`src/rtl/icache_line_responder_pkg.sv`:
```
// Shared fetch-interface types for the icache line responder: requests, responses, refill port, FSM states.
// No logic or latency of its own; helper functions are purely combinational.
// No flow control here; handshakes are defined by the modules that use these types.
package icache_line_responder_pkg;

    localparam int ADDR_SIZE               = 40;
    localparam int ICACHE_LINE_OFFSET_BITS = 4;

    typedef logic [ADDR_SIZE-1:0]                         addr_t;
    typedef logic [63:0]                                  bus64_t;
    typedef logic [127:0]                                 icache_line_t;
    typedef logic [ADDR_SIZE-ICACHE_LINE_OFFSET_BITS-1:0] icache_tag_t;

    typedef enum logic [63:0] {
        INSTR_ADDR_MISALIGNED = 64'd0,
        INSTR_ACCESS_FAULT    = 64'd1
    } exception_cause_t;

    typedef struct packed {
        exception_cause_t cause;
        bus64_t           origin;
        logic             valid;
    } exception_t;

    typedef struct packed {
        logic  valid;
        addr_t vaddr;
    } req_cpu_icache_t;

    typedef struct packed {
        logic         valid;
        icache_line_t data;
        exception_t   ex;
    } req_icache_cpu_t;

    typedef enum logic [1:0] {
        ResetState = 2'd0,
        NoReq      = 2'd1,
        ReqValid   = 2'd2,
        RespReady  = 2'd3
    } icache_state_t;

    typedef struct packed {
        logic  valid;
        addr_t addr;
    } icache_mem_req_t;

    typedef struct packed {
        logic         valid;
        icache_line_t data;
        logic         error;
    } icache_mem_resp_t;

    function automatic icache_tag_t addr_tag(input addr_t a);
        return a[ADDR_SIZE-1:ICACHE_LINE_OFFSET_BITS];
    endfunction

    function automatic logic addr_misaligned(input addr_t a);
        return a[1:0] != 2'b00;
    endfunction

    function automatic bus64_t addr_to_origin(input addr_t a);
        return {{(64-ADDR_SIZE){1'b0}}, a};
    endfunction

endpackage

```
`src/rtl/icache_line_buffer.sv`:
```
// Single-line instruction buffer: tag/data/valid registers with a combinational hit compare.
// Lookup is combinational (0 cycles); writes and invalidates take effect at the next clock edge.
// No flow control; invalidate wins over a write issued in the same cycle.
module icache_line_buffer
    import icache_line_responder_pkg::*;
(
    input  logic         clk_i,
    input  logic         rst_i,
    input  icache_tag_t  lookup_tag_i,
    output logic         hit_o,
    output icache_line_t line_o,
    input  logic         wr_en_i,
    input  icache_tag_t  wr_tag_i,
    input  icache_line_t wr_data_i,
    input  logic         inval_i
);

    logic         valid_q;
    icache_tag_t  tag_q;
    icache_line_t data_q;

    always_ff @(posedge clk_i) begin
        if (rst_i) begin
            valid_q <= 1'b0;
        end else if (inval_i) begin
            valid_q <= 1'b0;
        end else if (wr_en_i) begin
            valid_q <= 1'b1;
        end
    end

    // Payload needs no reset: it is only observed through a valid hit.
    always_ff @(posedge clk_i) begin
        if (wr_en_i && !inval_i) begin
            tag_q  <= wr_tag_i;
            data_q <= wr_data_i;
        end
    end

    assign hit_o  = valid_q && (tag_q == lookup_tag_i);
    assign line_o = data_q;

endmodule

```
`src/rtl/icache_line_responder.sv`:
```
// ICache responder for the CPU fetch port; one buffered line, refilled from line memory. Option: ICACHE_RESPONDER_STATS_EN.
// Hit/misaligned answer next cycle; miss = 1 + request-wait + response-wait + 1 cycles.
// Responses are single-cycle pulses with no backpressure; icache_ready_o is high only in NoReq without flush.
module icache_line_responder
    import icache_line_responder_pkg::*;
#(
    parameter int LINE_OFFSET_BITS = 4,
    parameter int ADDR_W           = 40
) (
    input  logic              clk_i,
    input  logic              rst_i,
    input  req_cpu_icache_t   req_cpu_icache_i,
    input  logic              flush_i,
    output logic              icache_ready_o,
    output req_icache_cpu_t   req_icache_cpu_o,
    output logic              mem_req_valid_o,
    input  logic              mem_req_ready_i,
    output logic [ADDR_W-1:0] mem_req_addr_o,
    input  logic              mem_resp_valid_i,
    input  logic [127:0]      mem_resp_data_i,
    input  logic              mem_resp_error_i
`ifdef ICACHE_RESPONDER_STATS_EN
    ,
    output logic [31:0]       hit_count_o,
    output logic [31:0]       miss_count_o
`endif
);

    icache_state_t    state_q, state_d;
    addr_t            vaddr_q;
    logic             kill_q;
    logic             buf_hit;
    icache_line_t     buf_line;
    logic             misaligned, accept;
    logic             mis_accept, hit_accept, miss_accept;
    logic             resp_take, drop_resp, buf_wr, buf_inval;
    icache_mem_req_t  mem_req;
    icache_mem_resp_t mem_resp;
    req_icache_cpu_t  rsp_d, rsp_q;

    assign mem_resp = '{valid: mem_resp_valid_i, data: mem_resp_data_i, error: mem_resp_error_i};

    assign misaligned  = addr_misaligned(req_cpu_icache_i.vaddr);
    assign accept      = icache_ready_o && req_cpu_icache_i.valid;
    assign mis_accept  = accept && misaligned;
    assign hit_accept  = accept && !misaligned && buf_hit;
    assign miss_accept = accept && !misaligned && !buf_hit;

    // A flush arriving on the very cycle the refill returns still kills it.
    assign resp_take = (state_q == RespReady) && mem_resp.valid;
    assign drop_resp = kill_q || flush_i;
    assign buf_wr    = resp_take && !drop_resp && !mem_resp.error;
    assign buf_inval = flush_i || (resp_take && mem_resp.error);

    icache_line_buffer u_line_buffer (
        .clk_i        (clk_i),
        .rst_i        (rst_i),
        .lookup_tag_i (addr_tag(req_cpu_icache_i.vaddr)),
        .hit_o        (buf_hit),
        .line_o       (buf_line),
        .wr_en_i      (buf_wr),
        .wr_tag_i     (addr_tag(vaddr_q)),
        .wr_data_i    (mem_resp.data),
        .inval_i      (buf_inval)
    );

    always_ff @(posedge clk_i) begin
        if (rst_i) begin
            state_q <= ResetState;
        end else begin
            state_q <= state_d;
        end
    end

    always_comb begin
        state_d = state_q;
        case (state_q)
            ResetState: state_d = NoReq;
            NoReq:      if (miss_accept)      state_d = ReqValid;
            ReqValid:   if (mem_req_ready_i)  state_d = RespReady;
            RespReady:  if (mem_resp.valid)   state_d = NoReq;
            default:    state_d = ResetState;
        endcase
    end

    always_comb begin
        icache_ready_o = 1'b0;
        mem_req        = '0;
        case (state_q)
            NoReq:    icache_ready_o = !flush_i;
            ReqValid: mem_req.valid  = 1'b1;
            default:  ;
        endcase
        mem_req.addr = {vaddr_q[ADDR_W-1:LINE_OFFSET_BITS], {LINE_OFFSET_BITS{1'b0}}};
    end

    assign mem_req_valid_o = mem_req.valid;
    assign mem_req_addr_o  = mem_req.addr;

    // The request stays asserted through a flush; only the returning line is discarded.
    always_ff @(posedge clk_i) begin
        if (rst_i) begin
            vaddr_q <= '0;
            kill_q  <= 1'b0;
        end else if (miss_accept) begin
            vaddr_q <= req_cpu_icache_i.vaddr;
            kill_q  <= 1'b0;
        end else if (flush_i && (state_q == ReqValid || state_q == RespReady)) begin
            kill_q  <= 1'b1;
        end
    end

    always_comb begin
        rsp_d = '0;
        if (mis_accept) begin
            rsp_d.valid     = 1'b1;
            rsp_d.ex.valid  = 1'b1;
            rsp_d.ex.cause  = INSTR_ADDR_MISALIGNED;
            rsp_d.ex.origin = addr_to_origin(req_cpu_icache_i.vaddr);
        end else if (hit_accept) begin
            rsp_d.valid = 1'b1;
            rsp_d.data  = buf_line;
        end else if (resp_take && !drop_resp) begin
            rsp_d.valid = 1'b1;
            if (mem_resp.error) begin
                rsp_d.ex.valid  = 1'b1;
                rsp_d.ex.cause  = INSTR_ACCESS_FAULT;
                rsp_d.ex.origin = addr_to_origin(vaddr_q);
            end else begin
                rsp_d.data = mem_resp.data;
            end
        end
    end

    always_ff @(posedge clk_i) begin
        if (rst_i) begin
            rsp_q <= '0;
        end else begin
            rsp_q <= rsp_d;
        end
    end

    assign req_icache_cpu_o = rsp_q;

`ifdef ICACHE_RESPONDER_STATS_EN
    // Killed misses are counted at acceptance, so a later flush does not undo them.
    always_ff @(posedge clk_i) begin
        if (rst_i) begin
            hit_count_o  <= '0;
            miss_count_o <= '0;
        end else begin
            if (hit_accept && hit_count_o != 32'hFFFF_FFFF) begin
                hit_count_o <= hit_count_o + 32'd1;
            end
            if (miss_accept && miss_count_o != 32'hFFFF_FFFF) begin
                miss_count_o <= miss_count_o + 32'd1;
            end
        end
    end
`endif

endmodule
```
`config.mk`:
```
export PLATFORM = sky130hd
export DESIGN_NAME = icache_line_responder
export DESIGN_NICKNAME = d
export VERILOG_FILES = /design/src/rtl/icache_line_responder_pkg.sv /design/src/rtl/icache_line_buffer.sv /design/src/rtl/icache_line_responder.sv
export SDC_FILE = /design/constraint.sdc
export NUM_CORES = 1
export LEC_CHECK = 0
export ABC_CLOCK_PERIOD_IN_PS = 10300
export BUFFER_PORTS_ARGS = -buffer_cell sky130_fd_sc_hd__buf_2
export CORE_MARGIN = 1.5
export CORE_UTILIZATION = 45
export DETAILED_ROUTE_END_ITERATION = 10
export GPL_ROUTABILITY_DRIVEN = 1
export PLACE_DENSITY_LB_ADDON = 0.12
export SETUP_SLACK_MARGIN = 0.1
export SYNTH_ARGS = -nofsm -noshare
export SYNTH_HDL_FRONTEND = slang
export SYNTH_SLANG_ARGS = --single-unit
export TNS_END_PERCENT = 10
```
`constraint.sdc`:
```
create_clock -name clk_i -period 10.3 [get_ports clk_i]
set_clock_uncertainty 0.1 [all_clocks]
set_input_delay 1.03 -clock clk_i [delete_from_list [all_inputs] [get_ports clk_i]]
set_output_delay 1.03 -clock clk_i [all_outputs]
set_load 0.01 [all_outputs]
```
==> results.cfg <==
[grt]
grt_pass1_wl_um = 55300
grt_antenna_before_repair = 7
top_usage_layer = met2
grt_pass1_vias = 9426
use_met2_pct = 35.7
grt_max_degree = 83
gr-total-overflow = 0
met3_usage_pct = 5.43
met1_usage_pct = 27.8
grt_usage_pct = 21.5

[die]
die_height_um = 183
die_x_um = 183
row_count = 65
boundaryPins = 475
start_util_pct = 45.8
fp.coreArea_um2 = 31600
die_area_um2 = 33300

[finish]
mostFrequentLayoutCells = buf_2, nand2_1, dfxtp_1, edfxtp_1, mux2i_1
nFillCells = 2791
final_common_cell = buf_2
area_growth_pct = 20.0
drive_gt1_share_pct = 29.9
nets = 1732

[synth]
synth_top_cell_by_area = edfxtp_1
synthCells = 1223
syn_area_um2 = 14500
yosys.cell_types.count = 44
synth_area_leaders = edfxtp_1, dfxtp_1, mux2i_1
async_flop_share_pct = 0
synthFlopType = dfxtp_1
synth_edf_count = 164
syn_area_per_cell_um2 = 11.9
synth_top_area_share_pct = 34.0
yosysSeqAreaShare_pct = 63.6
ys_warn_count = 0
synth-seq-cells = 379

[detailed_routing]
wl_per_cell_um = 18.6
vias = 9789
postRouteAntennaNets = 0
detail_route.vias_per_cell = 4.91
drt_iter0_drc = 532
drc = 0
wirelength_um = 37000
drtPass1Iterations = 5

[clock_network]
path_clk_slew_ns = 0.06
cts_resized = 0
htreeDepth = 2
cts_tree = built
hold_buffers = 0
cts-buffers-inserted = 41
postCtsSetupBuffers = 0
cts_buffer_depth = 3
clk_latency_ns = 0.52
cts_root_buffer = clkbuf_16
cts_sinks = 379

[power]
powerDensity_nw_per_um2 = 187
peakVddDrop_mv = 0.117
p_leak_nw = 7.17

[timing]
tns_ns = 0
max_freq_ghz = 0.244
rsz0062_at_grt = false
period_needed_ns = 4.10
slew_headroom_pct = 16.0
hold_slack_ns = 0.375
finalMaxSlewViolations = 0
setup_viol = 0
finalCritPeriodShare_pct = 39.8
hold_violations = 0
tightest_slew_ns = 1.26

[setup_path]
worst-setup-path-type = in2reg
endpoint_kind = flip-flop
rr_worst_depth = 8
arrival_ns = 4.45
crit_path_end = req_icache_cpu_o[180]
crit_required_ns = 10.65
r2r-start = u_line_buffer.tag_q[0]
critPathMaxFanout = 39
critical_path.reg2reg.endpoint = req_icache_cpu_o[180]
reg2reg_slack_ns = 6.45
cp-start-kind = input port
setup.worst_path.start = req_cpu_icache_i[4]

[run_status]
run_status = finished clean

[placement]
dp_hpwl_um = 24200
gp_congestion = 0.780
portBuffers = 383

[min_path]
worstHoldPathType = reg2reg
hold_start = vaddr_q[1]

[job]
cap_violations = 0
area by class of cell:
type                            instances  area [µm²]  share of cell area [%]
Antenna cell                            5        12.5                  0.0719
Sequential cell                       379        9230                    53.0
Tap cell                              402         503                    2.89
Timing Repair Buffer                  397        2020                    11.6
Inverter                               12        45.0                   0.259
Multi-Input combinational cell        723        4250                    24.4
Clock inverter                         12         118                   0.676
Clock buffer                           63        1230                    7.07
registers in the layout (all words and copies together) (netlist names):
register,cells
u_line_buffer.tag_q,36
state_q,2
u_line_buffer.line_o,128
req_icache_cpu_o,171
kill_q,1
u_line_buffer.valid_q,1
vaddr_q,40
synth_stat cells, types with 4 or more instances:
library cell	n
buf_4	135
xnor2_1	28
nand3_1	40
inv_1	12
dfxtp_1	215
buf_12	7
nand2_1	258
nor4_1	4
edfxtp_1	164
nand4_1	7
nor2_1	12
a21oi_1	38
clkbuf_1	53
a22o_1	40
o22ai_1	4
nor2b_1	4
o21ai_0	37
mux2i_1	128
how the worst min path moves through the flow:
stage                                          to  slack [ns]  cells after the start
final                         req_icache_cpu_o[2]        0.38                      1
after global routing      u_line_buffer.tag_q[33]        0.39                      0
after CTS                              vaddr_q[2]        0.38                      2
after detailed placement      req_icache_cpu_o[2]        0.37                      1
after global placement        req_icache_cpu_o[2]        0.36                      1
after floorplan             u_line_buffer.valid_q        0.34                      1
per-stage QoR:
stage / utilization, % / cells / area [µm²] / power (mW) / setup WS (ns)
after floorplan: - / 1313 / 14800 / 1.77 / 1.26
after global placement: 50.7 / 1913 / 16000 / 1.82 / 5.69
after detailed placement: 50.7 / 1913 / 16000 / 1.83 / 5.59
after CTS: 55.0 / 1988 / 17400 / 3.29 / 6.12
after global routing: 55.0 / 1992 / 17400 / 3.37 / 5.81
final: 55.0 / 1993 / 17400 / 3.25 / 6.20
cells by family (layout without fill, tap and decap cells):
kind of cell             after synthesis  in the layout  synth area share (%)
flip-flops                           379            379                  63.6
AND/OR/NAND/NOR                      340            340                  9.76
buffers and inverters                211            484                  9.77
AO/OA/AOI/OAI                        133            133                  6.01
multiplexers                         128            128                  8.84
XOR/XNOR                              28             28                  1.69
adder cells (fa/ha/maj)                3              3                 0.259
other                                  1             96                0.0259
where the power goes:
part           leakage (nW)  switching, mW  internal [mW]
Sequential             3.24         0.0119           1.59
Clock                 0.670          0.584          0.875
Combinational          3.26          0.121         0.0668
per-layer routing:
| metal | vias up | routed length [µm] |
|---|---|---|
| li1 | 4663 | - |
| met1 | 4669 | 15400 |
| met2 | 394 | 18000 |
| met3 | 59 | 2870 |
| met4 | 4 | 702 |
| met5 | - | 27 |
worst max-delay path, cell delays in order:
cell     delay (ns)
buf_2          0.12
xnor2_1        0.32
nand4_1        0.19
nor4_1         0.46
and4_2         0.32
and2_4         0.39
buf_4          0.61
buf_4          0.68
mux2i_1        0.26
(Power assumes the default switching activity.)
